`src/rtl/msdf_otf_stream_converter_pkg.sv`:
```
// Shared definitions for the MSDF on-the-fly stream converter:
// encoding names, the digit decoder and the frame FSM states.
package msdf_otf_stream_converter_pkg;

    localparam string ENC_SIGNED_DIGIT = "signed-digit";
    localparam string ENC_BORROW_SAVE  = "borrow-save";

    // Decoded digit: value in {-1, 0, +1} plus an invalid-code marker
    typedef struct packed {
        logic signed [1:0] val;
        logic              inv;
    } digit_dec_t;

    typedef enum logic {
        ST_ACCUM    = 1'b0,
        ST_WAIT_OUT = 1'b1
    } state_t;

    // Signed-digit: 00=0, 01=+1, 11=-1, 10 invalid (read as 0).
    // Borrow-save {p,n}: value p-n, every code is legal.
    function automatic digit_dec_t decode_digit(input logic [1:0] code,
                                                input logic       borrow_save);
        digit_dec_t d;
        d.val = 2'sd0;
        d.inv = 1'b0;
        if (borrow_save) begin
            case (code)
                2'b10:   d.val = 2'sd1;
                2'b01:   d.val = -2'sd1;
                default: d.val = 2'sd0;
            endcase
        end else begin
            case (code)
                2'b01:   d.val = 2'sd1;
                2'b11:   d.val = -2'sd1;
                2'b10:   d.inv = 1'b1;
                default: d.val = 2'sd0;
            endcase
        end
        return d;
    endfunction

endpackage

```
`src/rtl/msdf_otf_stream_converter_core.sv`:
```
// Combinational OTF step: decodes one digit and produces the next Q/QM
// for digit index j (bit position PRECISION-1-j). When j has reached
// PRECISION the registers pass through unchanged.
module msdf_otf_stream_converter_core
    import msdf_otf_stream_converter_pkg::*;
#(
    parameter int    PRECISION     = 64,
    parameter string ENCODING_MODE = ENC_SIGNED_DIGIT,
    parameter int    CNT_W         = $clog2(PRECISION + 1)
) (
    input  logic [PRECISION:0] q,
    input  logic [PRECISION:0] qm,
    input  logic [1:0]         digit,
    input  logic [CNT_W-1:0]   j,
    output logic [PRECISION:0] q_nxt,
    output logic [PRECISION:0] qm_nxt,
    output logic               inv
);

    localparam logic USE_BS = (ENCODING_MODE == ENC_BORROW_SAVE);

    digit_dec_t         dec;
    logic [PRECISION:0] mask;
    logic               active;

    assign dec    = decode_digit(digit, USE_BS);
    assign inv    = dec.inv;
    assign active = (j != CNT_W'(PRECISION));

    // One-hot mask selecting bit PRECISION-1-j
    always_comb begin
        mask = '0;
        for (int i = 0; i < PRECISION; i++) begin
            if (int'(j) == PRECISION - 1 - i) mask[i] = 1'b1;
        end
    end

    // OTF append: Q tracks the exact value, QM tracks value minus one ulp
    always_comb begin
        q_nxt  = q;
        qm_nxt = qm;
        if (active) begin
            if (dec.val == 2'sd1) begin
                q_nxt  = q | mask;
                qm_nxt = q;
            end else if (dec.val == -2'sd1) begin
                q_nxt  = qm | mask;
            end else begin
                qm_nxt = qm | mask;
            end
        end
    end

endmodule

```
`src/rtl/msdf_otf_stream_converter.sv`:
```
// Framed MSDF-to-two's-complement converter with valid/ready on both
// sides, a one-deep output register and a pending slot for a frame that
// completes while the output is still occupied.
module msdf_otf_stream_converter
    import msdf_otf_stream_converter_pkg::*;
#(
    parameter int    PRECISION     = 64,
    parameter string ENCODING_MODE = ENC_SIGNED_DIGIT,
    parameter int    CNT_W         = $clog2(PRECISION + 1)
) (
    input  logic               clk,
    input  logic               rst,
    input  logic               i_clr,
    input  logic               in_valid,
    output logic               in_ready,
    input  logic [1:0]         in_digit,
    input  logic               in_last,
    output logic               out_valid,
    input  logic               out_ready,
    output logic [PRECISION:0] out_data,
    output logic [CNT_W-1:0]   out_count,
    output logic               out_ovf,
    output logic               out_err
);

    localparam logic [PRECISION:0] QM_INIT = {1'b1, {PRECISION{1'b0}}};

    state_t             state_q, state_d;
    logic [PRECISION:0] q_q, qm_q, q_nxt, qm_nxt;
    logic [CNT_W-1:0]   cnt_q, cnt_fin;
    logic               ovf_q, err_q, ovf_fin, err_fin, inv;
    logic               at_max, accept;
    logic               load_new, load_pend, load_from_pend, drop_valid;

    logic [PRECISION:0] pend_data;
    logic [CNT_W-1:0]   pend_count;
    logic               pend_ovf, pend_err;

    msdf_otf_stream_converter_core #(
        .PRECISION    (PRECISION),
        .ENCODING_MODE(ENCODING_MODE),
        .CNT_W        (CNT_W)
    ) u_core (
        .q     (q_q),
        .qm    (qm_q),
        .digit (in_digit),
        .j     (cnt_q),
        .q_nxt (q_nxt),
        .qm_nxt(qm_nxt),
        .inv   (inv)
    );

    assign accept  = in_valid && in_ready;
    assign at_max  = (cnt_q == CNT_W'(PRECISION));
    assign cnt_fin = at_max ? cnt_q : cnt_q + CNT_W'(1);
    assign ovf_fin = ovf_q | at_max;
    assign err_fin = err_q | inv;

    // FSM state register
    always_ff @(posedge clk or posedge rst) begin
        if (rst)        state_q <= ST_ACCUM;
        else if (i_clr) state_q <= ST_ACCUM;
        else            state_q <= state_d;
    end

    // Next state, input handshake and output-register load decisions
    always_comb begin
        state_d        = state_q;
        in_ready       = 1'b0;
        load_new       = 1'b0;
        load_pend      = 1'b0;
        load_from_pend = 1'b0;
        drop_valid     = 1'b0;
        case (state_q)
            ST_ACCUM: begin
                in_ready = 1'b1;
                if (in_valid && in_last) begin
                    if (!out_valid || out_ready) begin
                        load_new = 1'b1;
                    end else begin
                        load_pend = 1'b1;
                        state_d   = ST_WAIT_OUT;
                    end
                end else if (out_valid && out_ready) begin
                    drop_valid = 1'b1;
                end
            end
            ST_WAIT_OUT: begin
                if (out_ready) begin
                    load_from_pend = 1'b1;
                    state_d        = ST_ACCUM;
                end
            end
            default: state_d = ST_ACCUM;
        endcase
    end

    // Frame accumulation: Q/QM, digit count and sticky flags
    always_ff @(posedge clk or posedge rst) begin
        if (rst) begin
            q_q   <= '0;
            qm_q  <= QM_INIT;
            cnt_q <= '0;
            ovf_q <= 1'b0;
            err_q <= 1'b0;
        end else if (i_clr || (accept && in_last)) begin
            q_q   <= '0;
            qm_q  <= QM_INIT;
            cnt_q <= '0;
            ovf_q <= 1'b0;
            err_q <= 1'b0;
        end else if (accept) begin
            q_q   <= q_nxt;
            qm_q  <= qm_nxt;
            cnt_q <= cnt_fin;
            ovf_q <= ovf_fin;
            err_q <= err_fin;
        end
    end

    // Pending slot for a frame completed while the output was blocked
    always_ff @(posedge clk or posedge rst) begin
        if (rst) begin
            pend_data  <= '0;
            pend_count <= '0;
            pend_ovf   <= 1'b0;
            pend_err   <= 1'b0;
        end else if (i_clr) begin
            pend_data  <= '0;
            pend_count <= '0;
            pend_ovf   <= 1'b0;
            pend_err   <= 1'b0;
        end else if (load_pend) begin
            pend_data  <= q_nxt;
            pend_count <= cnt_fin;
            pend_ovf   <= ovf_fin;
            pend_err   <= err_fin;
        end
    end

    // Output register: loads a fresh or pending result, drops on drain
    always_ff @(posedge clk or posedge rst) begin
        if (rst) begin
            out_valid <= 1'b0;
            out_data  <= '0;
            out_count <= '0;
            out_ovf   <= 1'b0;
            out_err   <= 1'b0;
        end else if (i_clr) begin
            out_valid <= 1'b0;
        end else if (load_new) begin
            out_valid <= 1'b1;
            out_data  <= q_nxt;
            out_count <= cnt_fin;
            out_ovf   <= ovf_fin;
            out_err   <= err_fin;
        end else if (load_from_pend) begin
            out_valid <= 1'b1;
            out_data  <= pend_data;
            out_count <= pend_count;
            out_ovf   <= pend_ovf;
            out_err   <= pend_err;
        end else if (drop_valid) begin
            out_valid <= 1'b0;
        end
    end

endmodule

```
`config.mk`:
```
export PLATFORM = sky130hd
export DESIGN_NAME = msdf_otf_stream_converter
export DESIGN_NICKNAME = d
export VERILOG_FILES = /design/src/rtl/msdf_otf_stream_converter_pkg.sv /design/src/rtl/msdf_otf_stream_converter_core.sv /design/src/rtl/msdf_otf_stream_converter.sv
export SDC_FILE = /design/constraint.sdc
export NUM_CORES = 1
export LEC_CHECK = 0
export ABC_AREA = 1
export BUFFER_PORTS_ARGS = -buffer_cell sky130_fd_sc_hd__buf_2
export CORE_ASPECT_RATIO = 1.2
export CORE_MARGIN = 2
export CORE_UTILIZATION = 50
export DETAILED_ROUTE_END_ITERATION = 6
export HOLD_SLACK_MARGIN = 0.02
export PLACE_DENSITY_LB_ADDON = 0.3
export SLEW_MARGIN = 5
export SYNTH_ARGS = -nofsm -noshare
export SYNTH_HDL_FRONTEND = slang
export SYNTH_SLANG_ARGS = --single-unit
```
`constraint.sdc`:
```
create_clock -name clk -period 11.7 [get_ports clk]
set_input_delay 2.34 -clock clk [delete_from_list [all_inputs] [get_ports clk]]
set_output_delay 2.34 -clock clk [all_outputs]
set_load 0.05 [all_outputs]
```
# Yosys cells after proc, flatten, opt, wreduce, memory -nomap -nowiden
# Index checks and enable logic that the tools add are counted.
# word_totals
reg_bits	289
in_bits	8
# op_classes
addsub	1
n_eq_ne	71
muxes	118
n_bitwise	6
reduce_logical	15
# op_table
cell	n
65-bit 2-to-1 mux	14
7-bit equality test (second input constant)	33
65-bit by 64-bit bitwise OR with 65-bit output	2
7-bit by 6-bit equality test with 1-bit output (second input constant)	16
1-bit 2-to-1 mux	95
7-bit by 5-bit equality test with 1-bit output (second input constant)	8
7-bit 2-to-1 mux	7
7-bit by 4-bit equality test with 1-bit output (second input constant)	4
7-bit by 3-bit equality test with 1-bit output (second input constant)	2
2-bit nonzero test	4
7-bit by 1-bit adder with 7-bit output (second input constant)	1
7-bit by 2-bit equality test with 1-bit output (second input constant)	1
7-bit zero test	1
7-bit inequality test (second input constant)	1
2-bit equality test (second input constant)	3
2-bit by 1-bit equality test with 1-bit output (second input constant)	2
1-bit logical AND	4
2-bit one-hot mux with 2 select lines	1
4-bit nonzero test	1
3-bit by 2-bit inequality test with 1-bit output (second input constant)	1
3-bit AND reduction	1
1-bit logical OR	2
1-bit inverter	2
1-bit bitwise OR	2
other kinds (3)	3

# Depth between registers and ports, before layout
# logic_depth
ltp_word	8
ltp_mapped	12

# Modules after synthesis
# Synthesis repeated with hierarchy kept, for this count alone.
# unflattened
hier_cells	2020
area_unflattened_um2	15651.3
# by_module_without_submodules
module	n_inst	cells_each	area_per_inst_um2
msdf_otf_stream_converter	1	1242	11821.3
msdf_otf_stream_converter_core	1	778	3829.9

# Least setup slack after synthesis
# Ideal clock, no wire load.
# synth_timing
path_kind	input to register
startpoint	input port in_digit[1]
endpoint	register qm_q[63]
arrival_ps	3473
setup_slack_ps	8160
cell_stages	7
cell_sequence	clkbuf_1 > nand2_1 > inv_1 > clkbuf_1 > nor3_1 > nand3_1 > nand2_1
# synth_between
elab_chain_len	7
word_cells_on_any_way	11
classes_between	5 x eq/ne; 5 x mux; 1 x reduce/logical
# synth_lines
item	line_no	source
from (decl)	msdf_otf_stream_converter.sv:16	input logic [1:0] in_digit,
2-bit equality test / 2-bit by 1-bit equality test with 1-bit output (equally long branches)	msdf_otf_stream_converter_pkg.sv:33	case (code)
2-bit one-hot mux with 2 select lines (*)	msdf_otf_stream_converter_pkg.sv:33	
2-bit equality test	msdf_otf_stream_converter_core.sv:43	if (dec.val == 2'sd1) begin
65-bit 2-to-1 mux	msdf_otf_stream_converter_core.sv:43	
65-bit 2-to-1 mux	msdf_otf_stream_converter_core.sv:42	if (active) begin
65-bit 2-to-1 mux	msdf_otf_stream_converter.sv:112	end else if (accept) begin
65-bit 2-to-1 mux	msdf_otf_stream_converter.sv:106	end else if (i_clr || (accept && in_last)) begin
to (signal assigned)	msdf_otf_stream_converter.sv:114	qm_q <= qm_nxt;
to (decl)	msdf_otf_stream_converter.sv:29	logic [PRECISION:0] q_q, qm_q, q_nxt, qm_nxt;
# Every way passes the cells marked *; elsewhere a longest branch is shown, timed or not. The select of a mux whose other input is x is not followed.
# A chain may end at the register's enable or synchronous reset.

# Worst setup path after layout
# layout_timing
startpoint	input port i_clr
endpoint	register qm_q[20]
# layout_between
elab_chain_len	3
word_cells_on_any_way	6
classes_between	1 x eq/ne; 1 x mux; 4 x reduce/logical
# layout_lines
item	line_no	source
from (decl)	msdf_otf_stream_converter.sv:13	input logic i_clr,
1-bit logical OR (*)	msdf_otf_stream_converter.sv:106	
3-bit by 2-bit inequality test with 1-bit output (no source line) / 2-bit nonzero test (equally long branches)	n/a	
3-bit AND reduction (no source line)	n/a	
# Every way passes the cells marked *; elsewhere a longest branch is shown, timed or not.

==> out/metrics.cfg <==
[cts]
numCtsBuffers = 30
ctsResizeCount = 0
cts_hold_buf = 0
cts_htree_levels = 1
cts_setup_buffers = 0
cts_tree = built
clk_path_buf_depth = 3
cts.clk_slew.worst_paths_ps = 60
cts_root_buf = clkbuf_16
worstSkewPairLatency_ps = 560
cts.sinks = 289

[routing]
drc = 0
vias = 12990
drt-total-wl_um = 38060
viasPerCell = 5.426
avgRoutedWirePerCell_um = 15.90
drtIter0Drc = 1202
first_pass_iters = 7
antenna_left = 0

[timing]
min_period_ps = 5538
hold_violations = 0
slew-limit-headroom_pct = 20.93
setup_viol = 0
period_share_pct = 47.33
fin_skew_ps = 12.84
whs_ps = 470.4
fmax_mhz = 180.6
rsz0062_at_grt = no
tightest_slew_ps = 1186
fin_setup_tns_ps = 0
finalMaxSlewViolations = 0

[power_and_ir_drop]
combPwrFrac_pct = 18.1
leakage_nw = 8.293
intPower_mw = 1.801
swShare_pct = 30.91
p_per_area_nw_per_um2 = 163.4
ir_worst_vdd_uv = 124.5
power_frac_seq_pct = 42.8
power.clock.fraction_pct = 39.1
p_sw_mw = 0.8059

[worst_setup_path]
required_ps = 12170
r2r_start = state_q
endpoint_kind = flip-flop
critPathMaxFanout = 48
worst_r2r_path_depth = 9
worst-r2r-setup-slack_ps = 7580
critical_path_class = in2reg
worstSetupStartpointType = primary input
worstReg2RegEnd = qm_q[20]
arrival_ps = 6010

[min_path]
hold_end = out_data[0]
hold_path.class = reg2reg
holdCritStartpoint = out_data[0]
holdPathStages = 2

[grt]
grt_max_degree = 185
grt_pass1_vias = 12900
grt_use_total_pct = 26.17
antenna_found_initial = 0
grt_pass1_wl_um = 63980
grt-ovfl-total = 0

[placed_design]
gp_congestion = 0.8525
place.port_buffers = 83
dp_hpwl_um = 22780

[yosys]
synth_seq_cells = 289
synth_top_family_by_area = simple AND/OR/NAND/NOR gates
synthSimpleGateAreaFrac_pct = 30.50
yosysSeqAreaShare_pct = 50.56
synthesis.area_um2 = 14310
synth_compound_area_share_pct = 11.56
ys_warn_count = 0
synthMuxAreaShare_pct = 0
synth.avg_cell_area_um2 = 7.252
netlist_instances = 1973
yosysUniqueCellTypes = 31
synthAdderAreaFrac_pct = 0.3498
synth_nets = 1985
synth_xor_area_share_pct = 0.1224

[die]
rows = 67
ios = 84
core_um2 = 28080
die_h_um = 189.3
die_x_um = 158.4
start_util_pct = 50.95
fp.dieArea_um2 = 29990

[final_layout]
drive_gt1_share_pct = 8.139
nets = 2007
areaGrowthSynthToFinish_pct = 11.52
post-route-util_pct = 56.81
n_antenna_cell = 0

[run]
max_cap_violations = 0

[run_status]
status = finished, final reports clean

==> logic make-up (layout without fill, tap and decap cells) <==
| family | count (synthesis) | in the layout |
|---|---|---|
| AND/OR/NAND/NOR | 1114 | 1114 |
| AO/OA/AOI/OAI | 315 | 315 |
| buffers and inverters | 249 | 291 |
| XOR/XNOR | 2 | 2 |
| flip-flops | 289 | 289 |
| adder cells (fa/ha/maj) | 4 | 4 |
==> metal layers <==
metal | track usage [%] | routed length, um | up-vias
met5 | 0 | 0 | -
met3 | 3.845 | 2182 | 88
met1 | 34.14 | 16130 | 6217
li1 | - | - | 6278
met2 | 44.01 | 18440 | 408
met4 | 10.08 | 1306 | 0
==> worst max-delay path by stage <==
stage | to | slack, ps | depth (start not counted) | from
2_1_floorplan | cnt_q[0] | 1380 | 1 | rst
3_3_place_gp | qm_q[14] | 5690 | 9 | i_clr
3_5_place_dp | qm_q[29] | 5540 | 9 | i_clr
4_1_cts | qm_q[8] | 6150 | 9 | i_clr
5_1_grt | qm_q[30] | 5910 | 9 | i_clr
6_report | qm_q[20] | 6160 | 9 | i_clr
==> power groups by stage <==
stage | sequential, mW | clock, mW | combinational (mW)
after CTS | 1.12 | 1.03 | 0.474
after global placement | 1.13 | 0 | 0.465
final | 1.12 | 1.02 | 0.471
after global routing | 1.12 | 1.08 | 0.516
after detailed placement | 1.13 | 0 | 0.472
after floorplan | 1.28 | 0 | 0.205
==> Yosys cell counts, drive strengths merged <==
cell,n,share of area (%)
nor3,3,0.17
o22ai,40,1.7
nand2,919,24
nand4,2,0.087
and2,2,0.087
a211oi,1,0.052
clkinv,2,0.052
nor2,85,2.4
clkbuf,66,1.7
o211ai,1,0.052
ha,4,0.35
dfstp,1,0.18
buf,42,1.5
a31oi,7,0.31
dfrtp,288,50
inv,139,3.6
a21oi,89,3.1
nand3,103,3.6
xor2,2,0.12
o21bai,1,0.052
o21ai,173,6.1
o2bb2ai,3,0.18
==> per-stage QoR <==
stage	std cells	power [mW]	instance area (um^2)	worst slack, ps
after floorplan	1973	1.488	14310	1384
after global placement	2342	1.596	14910	5692
after detailed placement	2342	1.605	14910	5544
after CTS	2394	2.624	15960	6149
after global routing	2394	2.717	15960	5910
final	2394	2.607	15960	6162
==> sequential cells by signal (all words and copies together), names as in the netlist, 7 cells and up <==
signal,count
out_data,65
qm_q,65
pend_count,7
cnt_q,7
out_count,7
pend_data,65
q_q,65
==> area by class of cell <==
cell class	count	area [um^2]
Timing Repair Buffer	98	540.5
Clock inverter	10	191.4
Tap cell	379	474.2
Multi-Input combinational cell	1435	6122
Fill cell	2599	12130
Clock buffer	42	857.1
Sequential cell	289	7233
Inverter	141	536.8
==> worst max-delay path, stage by stage <==
cell and delay, ps:
buf_2 210, a21oi_4 40, buf_4 310, inv_1 160
nand2_2 390, inv_2 830, nand3_1 950, buf_4 540
o21ai_0 210
==> layout by cell type, fill, tap and decap left out, drive strengths merged, types with 4 or more instances in the layout <==
cell type / synthesis / layout
o22ai: 40 / 40
nor2: 85 / 85
buf: 42 / 98
a31oi: 7 / 7
clkinv: 2 / 5
nand2: 919 / 919
nand3: 103 / 103
bufinv: 0 / 5
clkbuf: 66 / 42
inv: 139 / 139
a21oi: 89 / 89
dfrtp: 288 / 288
o21ai: 173 / 173
ha: 4 / 4
(Power assumes the default switching activity.)
